==> config.mk <==
export PLATFORM = sky130hd
export DESIGN_NAME = alu_seq_driver
export DESIGN_NICKNAME = d
export VERILOG_FILES = /design/src/rtl/alu_seq_pkg.sv /design/src/rtl/alu_seq_decode.sv /design/src/rtl/alu_seq_driver.sv
export SDC_FILE = /design/constraint.sdc
export NUM_CORES = 1
export LEC_CHECK = 0
export CORE_MARGIN = 2
export CORE_UTILIZATION = 38
export DETAILED_ROUTE_END_ITERATION = 12
export PLACE_DENSITY = 0.79
export SLEW_MARGIN = 20
export SYNTH_ARGS = -nofsm -noshare
export SYNTH_HDL_FRONTEND = slang
export SYNTH_SLANG_ARGS = --single-unit
==> constraint.sdc <==
create_clock -name clk -period 2.7 [get_ports clk]
set_input_delay 0.54 -clock clk [delete_from_list [all_inputs] [get_ports clk]]
set_output_delay 0.54 -clock clk [all_outputs]
set_load 0.1 [all_outputs]
==> src/rtl/alu_seq_pkg.sv <==
// Shared encodings for the ALU sequencer: command codes, ALU op codes,
// FSM states and the decoded control bundle.
package alu_seq_pkg;

    localparam logic [2:0] CMD_AND = 3'd0;
    localparam logic [2:0] CMD_OR  = 3'd1;
    localparam logic [2:0] CMD_ADD = 3'd2;
    localparam logic [2:0] CMD_SUB = 3'd3;
    localparam logic [2:0] CMD_SLT = 3'd4;
    localparam logic [2:0] CMD_NOR = 3'd5;
    localparam logic [2:0] CMD_MUL = 3'd6;

    localparam logic [2:0] ALUOP_AND = 3'b000;
    localparam logic [2:0] ALUOP_OR  = 3'b001;
    localparam logic [2:0] ALUOP_ADD = 3'b010;

    typedef enum logic [1:0] {
        ST_IDLE = 2'd0,
        ST_EXEC = 2'd1,
        ST_MUL  = 2'd2,
        ST_RESP = 2'd3
    } state_t;

    typedef struct packed {
        logic [2:0] op;
        logic       ainvert;
        logic       bnegate;
        logic       cin;
        logic       illegal;
    } dec_t;

endpackage

==> src/rtl/alu_seq_decode.sv <==
// Command to ALU slice control decode. MUL is legal only when the
// ALU_SEQ_MUL_EN macro is defined.
module alu_seq_decode
    import alu_seq_pkg::*;
(
    input  logic [2:0] i_cmd,
    output dec_t       o_dec
);

    always_comb begin
        o_dec = '0;
        case (i_cmd)
            CMD_AND: o_dec.op = ALUOP_AND;
            CMD_OR:  o_dec.op = ALUOP_OR;
            CMD_ADD: o_dec.op = ALUOP_ADD;
            CMD_SUB, CMD_SLT: begin
                o_dec.op      = ALUOP_ADD;
                o_dec.bnegate = 1'b1;
                o_dec.cin     = 1'b1;
            end
            // De Morgan: ~a & ~b
            CMD_NOR: begin
                o_dec.op      = ALUOP_AND;
                o_dec.ainvert = 1'b1;
                o_dec.bnegate = 1'b1;
            end
`ifdef ALU_SEQ_MUL_EN
            CMD_MUL: o_dec.op = ALUOP_ADD;
`endif
            default: o_dec.illegal = 1'b1;
        endcase
    end

endmodule

==> src/rtl/alu_seq_driver.sv <==
// Valid/ready sequencer driving an external combinational ALU; optional
// shift-add multiply compiled in with ALU_SEQ_MUL_EN.
module alu_seq_driver
    import alu_seq_pkg::*;
#(
    parameter int W         = 16,
    parameter int MUL_ITERS = 16
) (
    input  logic         clk,
    input  logic         rst_n,
    input  logic         req_valid,
    output logic         req_ready,
    input  logic [2:0]   req_cmd,
    input  logic [W-1:0] req_a,
    input  logic [W-1:0] req_b,
    output logic         resp_valid,
    input  logic         resp_ready,
    output logic [W-1:0] resp_result,
    output logic         resp_zero,
    output logic         resp_ovf,
    output logic         resp_cout,
    output logic         resp_illegal,
    output logic [W-1:0] alu_a,
    output logic [W-1:0] alu_b,
    output logic         alu_cin,
    output logic         alu_ainvert,
    output logic         alu_bnegate,
    output logic [2:0]   alu_op,
    input  logic [W-1:0] alu_result,
    input  logic         alu_cout
);

    if (MUL_ITERS != W) begin : g_iters_chk
        $error("alu_seq_driver: MUL_ITERS must equal W");
    end

    state_t         r_state, w_next;
    dec_t           w_dec;
    logic           w_accept;
    logic [2:0]     r_cmd;
    logic [W-1:0]   r_alu_a, r_alu_b;
    logic [2:0]     r_alu_op;
    logic           r_alu_cin, r_alu_ainvert, r_alu_bnegate;
    logic [W-1:0]   r_resp_result;
    logic           r_resp_zero, r_resp_ovf, r_resp_cout, r_resp_illegal;
    logic           w_add_ovf, w_sub_ovf;
    logic [W-1:0]   w_exec_res;
    logic           w_exec_ovf;

`ifdef ALU_SEQ_MUL_EN
    localparam int CNT_W = $clog2(MUL_ITERS + 1);
    logic [W-1:0]     r_mplier;
    logic [CNT_W-1:0] r_cnt;
`endif

    alu_seq_decode u_decode (
        .i_cmd (req_cmd),
        .o_dec (w_dec)
    );

    assign w_accept = req_valid && (r_state == ST_IDLE);

    // r_alu_b holds the un-negated B, so overflow is judged on the raw operands.
    assign w_add_ovf = (r_alu_a[W-1] == r_alu_b[W-1]) && (alu_result[W-1] != r_alu_a[W-1]);
    assign w_sub_ovf = (r_alu_a[W-1] != r_alu_b[W-1]) && (alu_result[W-1] != r_alu_a[W-1]);

    always_comb begin
        w_exec_res = alu_result;
        w_exec_ovf = 1'b0;
        case (r_cmd)
            CMD_ADD: w_exec_ovf = w_add_ovf;
            CMD_SUB: w_exec_ovf = w_sub_ovf;
            CMD_SLT: begin
                w_exec_res = {{(W-1){1'b0}}, alu_result[W-1] ^ w_sub_ovf};
                w_exec_ovf = w_sub_ovf;
            end
            default: ;
        endcase
    end

    always_comb begin
        w_next = r_state;
        case (r_state)
            ST_IDLE: if (w_accept) begin
                if (w_dec.illegal)
                    w_next = ST_RESP;
`ifdef ALU_SEQ_MUL_EN
                else if (req_cmd == CMD_MUL)
                    w_next = ST_MUL;
`endif
                else
                    w_next = ST_EXEC;
            end
            ST_EXEC: w_next = ST_RESP;
`ifdef ALU_SEQ_MUL_EN
            ST_MUL:  if (r_cnt == '0) w_next = ST_RESP;
`endif
            ST_RESP: if (resp_ready) w_next = ST_IDLE;
            default: w_next = ST_IDLE;
        endcase
    end

    always_ff @(posedge clk or negedge rst_n) begin
        if (!rst_n) r_state <= ST_IDLE;
        else        r_state <= w_next;
    end

    always_ff @(posedge clk or negedge rst_n) begin
        if (!rst_n) begin
            r_cmd          <= '0;
            r_alu_a        <= '0;
            r_alu_b        <= '0;
            r_alu_op       <= '0;
            r_alu_cin      <= 1'b0;
            r_alu_ainvert  <= 1'b0;
            r_alu_bnegate  <= 1'b0;
            r_resp_result  <= '0;
            r_resp_zero    <= 1'b0;
            r_resp_ovf     <= 1'b0;
            r_resp_cout    <= 1'b0;
            r_resp_illegal <= 1'b0;
`ifdef ALU_SEQ_MUL_EN
            r_mplier       <= '0;
            r_cnt          <= '0;
`endif
        end else begin
            case (r_state)
                ST_IDLE: if (w_accept) begin
                    r_cmd         <= req_cmd;
                    r_alu_a       <= req_a;
                    r_alu_b       <= req_b;
                    r_alu_op      <= w_dec.op;
                    r_alu_cin     <= w_dec.cin;
                    r_alu_ainvert <= w_dec.ainvert;
                    r_alu_bnegate <= w_dec.bnegate;
                    r_resp_cout   <= 1'b0;
                    if (w_dec.illegal) begin
                        r_resp_result  <= '0;
                        r_resp_zero    <= 1'b1;
                        r_resp_ovf     <= 1'b0;
                        r_resp_illegal <= 1'b1;
                    end
`ifdef ALU_SEQ_MUL_EN
                    // alu_a doubles as the accumulator, alu_b as the multiplicand.
                    if (!w_dec.illegal && req_cmd == CMD_MUL) begin
                        r_alu_a  <= '0;
                        r_alu_b  <= req_a;
                        r_mplier <= req_b;
                        r_cnt    <= CNT_W'(MUL_ITERS);
                    end
`endif
                end
                ST_EXEC: begin
                    r_resp_result  <= w_exec_res;
                    r_resp_zero    <= (w_exec_res == '0);
                    r_resp_ovf     <= w_exec_ovf;
                    r_resp_cout    <= alu_cout;
                    r_resp_illegal <= 1'b0;
                end
`ifdef ALU_SEQ_MUL_EN
                ST_MUL: begin
                    if (r_cnt != '0) begin
                        if (r_mplier[0]) begin
                            r_alu_a     <= alu_result;
                            r_resp_cout <= r_resp_cout | alu_cout;
                        end
                        r_alu_b  <= r_alu_b << 1;
                        r_mplier <= r_mplier >> 1;
                        r_cnt    <= r_cnt - 1'b1;
                    end else begin
                        r_resp_result  <= r_alu_a;
                        r_resp_zero    <= (r_alu_a == '0);
                        r_resp_ovf     <= 1'b0;
                        r_resp_illegal <= 1'b0;
                    end
                end
`endif
                default: ;
            endcase
        end
    end

    assign req_ready    = (r_state == ST_IDLE);
    assign resp_valid   = (r_state == ST_RESP);
    assign resp_result  = r_resp_result;
    assign resp_zero    = r_resp_zero;
    assign resp_ovf     = r_resp_ovf;
    assign resp_cout    = r_resp_cout;
    assign resp_illegal = r_resp_illegal;
    assign alu_a        = r_alu_a;
    assign alu_b        = r_alu_b;
    assign alu_cin      = r_alu_cin;
    assign alu_ainvert  = r_alu_ainvert;
    assign alu_bnegate  = r_alu_bnegate;
    assign alu_op       = r_alu_op;

endmodule

# After elaboration in Yosys (flattened, before gate mapping)
# Cells that the tools add are included.
# W data, S select, Z words.
# word_totals
register_bits,63
output_inout_bits,60
elab_cells,68
# classes
eq_ne,16
n_mux,22
bitwise_logic,1
reduce_logical,16
# ops
op,count
$mux W16,3
$pmux W16 S2,1
$logic_not A16 Y1,1
$eq A3 B2 Y1 const B,4
$pmux W1 S2,5
$eq A3 B3 Y1 const B,3
$mux W1,8
$mux W2,3
$pmux W2 S3,1
$reduce_and A2 Y1,3
$reduce_or A3 Y1,2
$reduce_or A6 Y1,1
$ne A2 B1 Y1 const B,2
$pmux W2 S2,1
$reduce_or A2 Y1,2
$eq A3 B1 Y1 const B,1
$logic_and A1 B1 Y1,3
$logic_not A3 Y1,1
$reduce_and A3 Y1,1
$eq A2 B1 Y1 const B,1
$eq A2 B2 Y1 const B,1
$logic_not A2 Y1,1
$ne A1 B1 Y1,2
$ne A2 B2 Y1 const B,1
other kinds (3),3

# Longest topological paths before layout
# depth
word_depth,6
mapped_depth,6
ltp_nobuf,4

# Modules after synthesis
# Synthesis repeated with hierarchy kept, for this count alone.
# hier_totals
hier_cells,182
hier_area_um2,2587.5
# modules_own_cells
module,n_inst,cells_per_inst,area_each_um2
alu_seq_driver,1,170,2516.2
alu_seq_decode,1,12,71.3

# Worst setup path before layout
# Ideal clock, no wire load.
# synth_path
path_type,register -> register
from,register r_state[0]
to,"register r_alu_a[15], in the netlist alu_a[15]"
setup_ps,127
t_arrival_ps,2106
t_required_ps,2573
path_slack_ps,468
path_stages_with_launch,6
path_buffers,2
path_cell_list,dfrtp_1 -> nor2_2 -> and2_4 -> buf_6 -> buf_6 -> mux2_4
# synth_via
elab_chain_len,3
# synth_rtl
element,line_no,rtl
from (decl),alu_seq_driver.sv:37,"state_t r_state, w_next;"
from (signal assigned),alu_seq_driver.sv:105,else r_state <= w_next;
$logic_not A2 Y1 (*),n/a,
net req_ready,alu_seq_driver.sv:12,"output logic req_ready,"
$logic_and A1 B1 Y1,alu_seq_driver.sv:61,assign w_accept = req_valid && (r_state == ST_IDLE);
$reduce_and A2 Y1 (no line) (*),n/a,
to (signal assigned),alu_seq_driver.sv:130,r_alu_a <= req_a;
to (decl),alu_seq_driver.sv:41,"logic [W-1:0] r_alu_a, r_alu_b;"
# Mark *: on every way through the listed nets, which the timed path passes. The rest lies on a longest branch.
# A chain may end at the register's enable or synchronous reset.

# Worst setup path after layout
# layout_path
from,input port req_cmd[1]
to,"register r_resp_zero, in the netlist resp_zero"
# layout_via
elab_chain_len,4
# layout_rtl
element,line_no,rtl
from (decl),alu_seq_driver.sv:13,"input logic [2:0] req_cmd,"
$eq A3 B3 Y1 (tied with other cells),alu_seq_decode.sv:12,case (i_cmd)
$reduce_or A6 Y1 (no line) (*),n/a,
$ne A2 B2 Y1 (no line) (*),n/a,
$reduce_and A3 Y1 (no line) (*),n/a,
to (signal assigned),alu_seq_driver.sv:155,r_resp_zero <= (w_exec_res == '0);
to (decl),alu_seq_driver.sv:45,"logic r_resp_zero, r_resp_ovf, r_resp_cout, r_resp_illegal;"
# Mark *: on every way between the ends. The rest lies on a longest branch, timed or not.

==> summary.txt <==
Final layout
  • Most frequent cells in the layout: 62 x dfrtp_1, 61 x buf_4, 54 x clkdlybuf4s50_1
  • Most common cell after layout, fill and taps aside: dfrtp_1
  • Util after Layout: a little under three fifths
  • Area delta synth->final: 46.5%
  • Share of cells above drive strength 1: 35.9%
  • Fill cells: between 500 and 600
  • Nets@finish: 357
  • N_diodes: 0

Floorplanning
  • Die width: 87.0 µm
  • Die H: between 80 and 90 µm
  • Core area: 6720 µm²
  • Die ar.: ~7600 µm²
  • Num ports: between 100 and 150
  • Starting density of the core: approximately 39%
  • Cell Rows: 30

GRT
  • GRT Resource Usage Total: 15.6%
  • Met3 Use GR: ~4.7%
  • Met1 GRT Util: a little over a fifth
  • Vias in the first global route: between 1500 and 2000
  • Global-route wire length before repair: between 9 and 10 mm
  • Largest net degree at the start of global routing: 39
  • GR Overflow Total: 0
  • Antenna violations before repair: 0
  • GRT met2 Usage: a little under a quarter
  • Top Usage Layer GRT: met2

Timing
  • Clock Skew: roughly 0.0060 ns
  • Final setup vio count: 0
  • Part of the cycle the worst path needs: around 69%
  • Slew at the pin with the worst max-slew slack: a little under 0.7 ns
  • Fin crit period: around 1.9 ns
  • Final Hold Vio Count: 0
  • RSZ-0062 raised after global routing: false
  • Max Slew Vio Count: 0
  • TNS Setup: 0 ns
  • Worst slew margin: 54.9%
  • Fmax: about 0.54 GHz

Drt
  • Detailed Routing Iterations Pass 1: 4
  • Vias: between 1500 and 2000
  • Post-DR vias/cell: roughly 5
  • Routed Antenna Nets: 0
  • Post-Route WL: slightly below 6 mm
  • WL/cell: ~15 µm
  • Post-route DRC: 0
  • Starting DRT DRC Count: slightly below 100

Worst setup path
  • CP delay by family, top: simple AND/OR/NAND/NOR gates
  • Slowest stage cell, crit path: clkdlybuf4s50_1
  • Critical path capture point type: flip-flop
  • Max incr delay on CP: about 0.52 ns
  • CP required: ~2.9 ns
  • CP bufs+invs: 1
  • Cell Chain, Critical Path: clkdlybuf4s50_1 > a31oi_1 > or2_1 > a22o_1 > nor2_1
  • Worst path arrival time: around 2.1 ns
  • Worst-path maximum fanout: 19
  • Crit Path Class: in2reg
  • Critical path launch point type: primary input

Clock network
  • Hold_buf cts: 0
  • Cts repair resizes: 0
  • Clock Latency Late Sink: between 0.3 and 0.4 ns
  • Clock Tree Buf Depth: 2
  • Setup Buffers After CTS: 0
  • Sink Count: between 60 and 70
  • Clk root buf: clkbuf_8
  • TritonCTS buffer count: 9
  • CTS tree: built
  • Reg clk slew, reported paths: 0.07 ns
  • H-tree depth: 3

Logic synthesis
  • Yosys warns: 0
  • Sequential share of the synthesized area: approximately three fifths
  • Avg Cell Area, Syn: ~14 µm²
  • Mapped Nets: 240
  • Number of synthesized register bits: 62
  • Cell count after synthesis: ~180
  • Ys async rst share: 100%
  • EDFF count, synth: 0
  • Main flop type after synthesis: dfrtp_1
  • Synth Cell Area: approximately 2600 µm²
  • Library cells used by synthesis: 34

Flow run
  • Max Cap Viol: 0

Place
  • Port bufs: 114
  • Hpwl dp: about 4.2 mm
  • Routability cong.: about 0.77

Worst hold path
  • Hold WC Path Type: in2async

Run status
  • Run status: completed
[routing by layer]
layer / share of wire [%] / vias to the layer above
met4: 1.0 / 0
met2: 45 / 85
li1: - / 893
met5: 0 / -
met3: 8.8 / 6
met1: 46 / 894
[synthesized netlist by cell type, types with 3 or more instances]
library cell   n  area share (%)
buf_6          5             2.1
nor2_1         8             1.1
nor4_1         3            0.72
mux2_4        28              16
a22o_1        18             6.0
buf_2          4            0.76
mux2_1         6             2.6
nand2_1        3            0.43
a21oi_1        8             1.5
dfrtp_1       62              59
inv_1          6            0.86
o21ai_1        3            0.57
[state kept, by name (all words and copies together), names as in the netlist, 2 cells and up]
register     cells
resp_result     16
alu_b           16
alu_op           2
r_state          2
r_cmd            3
alu_a           16
[through the flow]
step / worst slack [ns] / hold WS (ns) / instances / area [µm²]
6_report: 0.843 / 0.245 / 386 / 3840
5_1_grt: 0.709 / 0.297 / 386 / 3840
4_1_cts: 0.856 / 0.257 / 386 / 3840
3_5_place_dp: 0.496 / 0.477 / 370 / 3650
3_3_place_gp: 0.542 / 0.474 / 370 / 3650
2_1_floorplan: 0.468 / 0.244 / 184 / 2620
[logic make-up after synthesis]
| logic type | synth area share, % |
|---|---|
| other cells | 0.143 |
| mux | 18.6 |
| compound gates | 10.2 |
| flops | 59.2 |
| simple gates | 7.45 |
| buf+inv | 4.35 |
[final timing paths]
check,start,end,slack [ns],depth (start not counted)
min in group clk,alu_b[0],alu_b[0],0.49,1
hold reg to reg,alu_b[0],alu_b[0],0.49,1
setup / recovery,req_cmd[1],resp_zero,0.84,5
max in group asynchronous,rst_n,alu_a[15],1.84,2
setup reg to reg,r_state[0],alu_b[2],1.03,3
hold / removal,rst_n,resp_result[7],0.25,1
[layout make-up]
| type | instances | area (µm²) | share of cell area, % |
|---|---|---|---|
| Multi-Input combinational cell | 105 | 955 | 24.9 |
| Clock inverter | 3 | 17.5 | 0.456 |
| Clock buffer | 13 | 169 | 4.40 |
| Timing Repair Buffer | 117 | 1020 | 26.7 |
| Inverter | 6 | 22.5 | 0.587 |
| Sequential cell | 62 | 1550 | 40.4 |
| Tap cell | 80 | 100 | 2.61 |
Power is not shown: default switching activity piles up to over one toggle a cycle in this logic, so the estimate is an artifact.
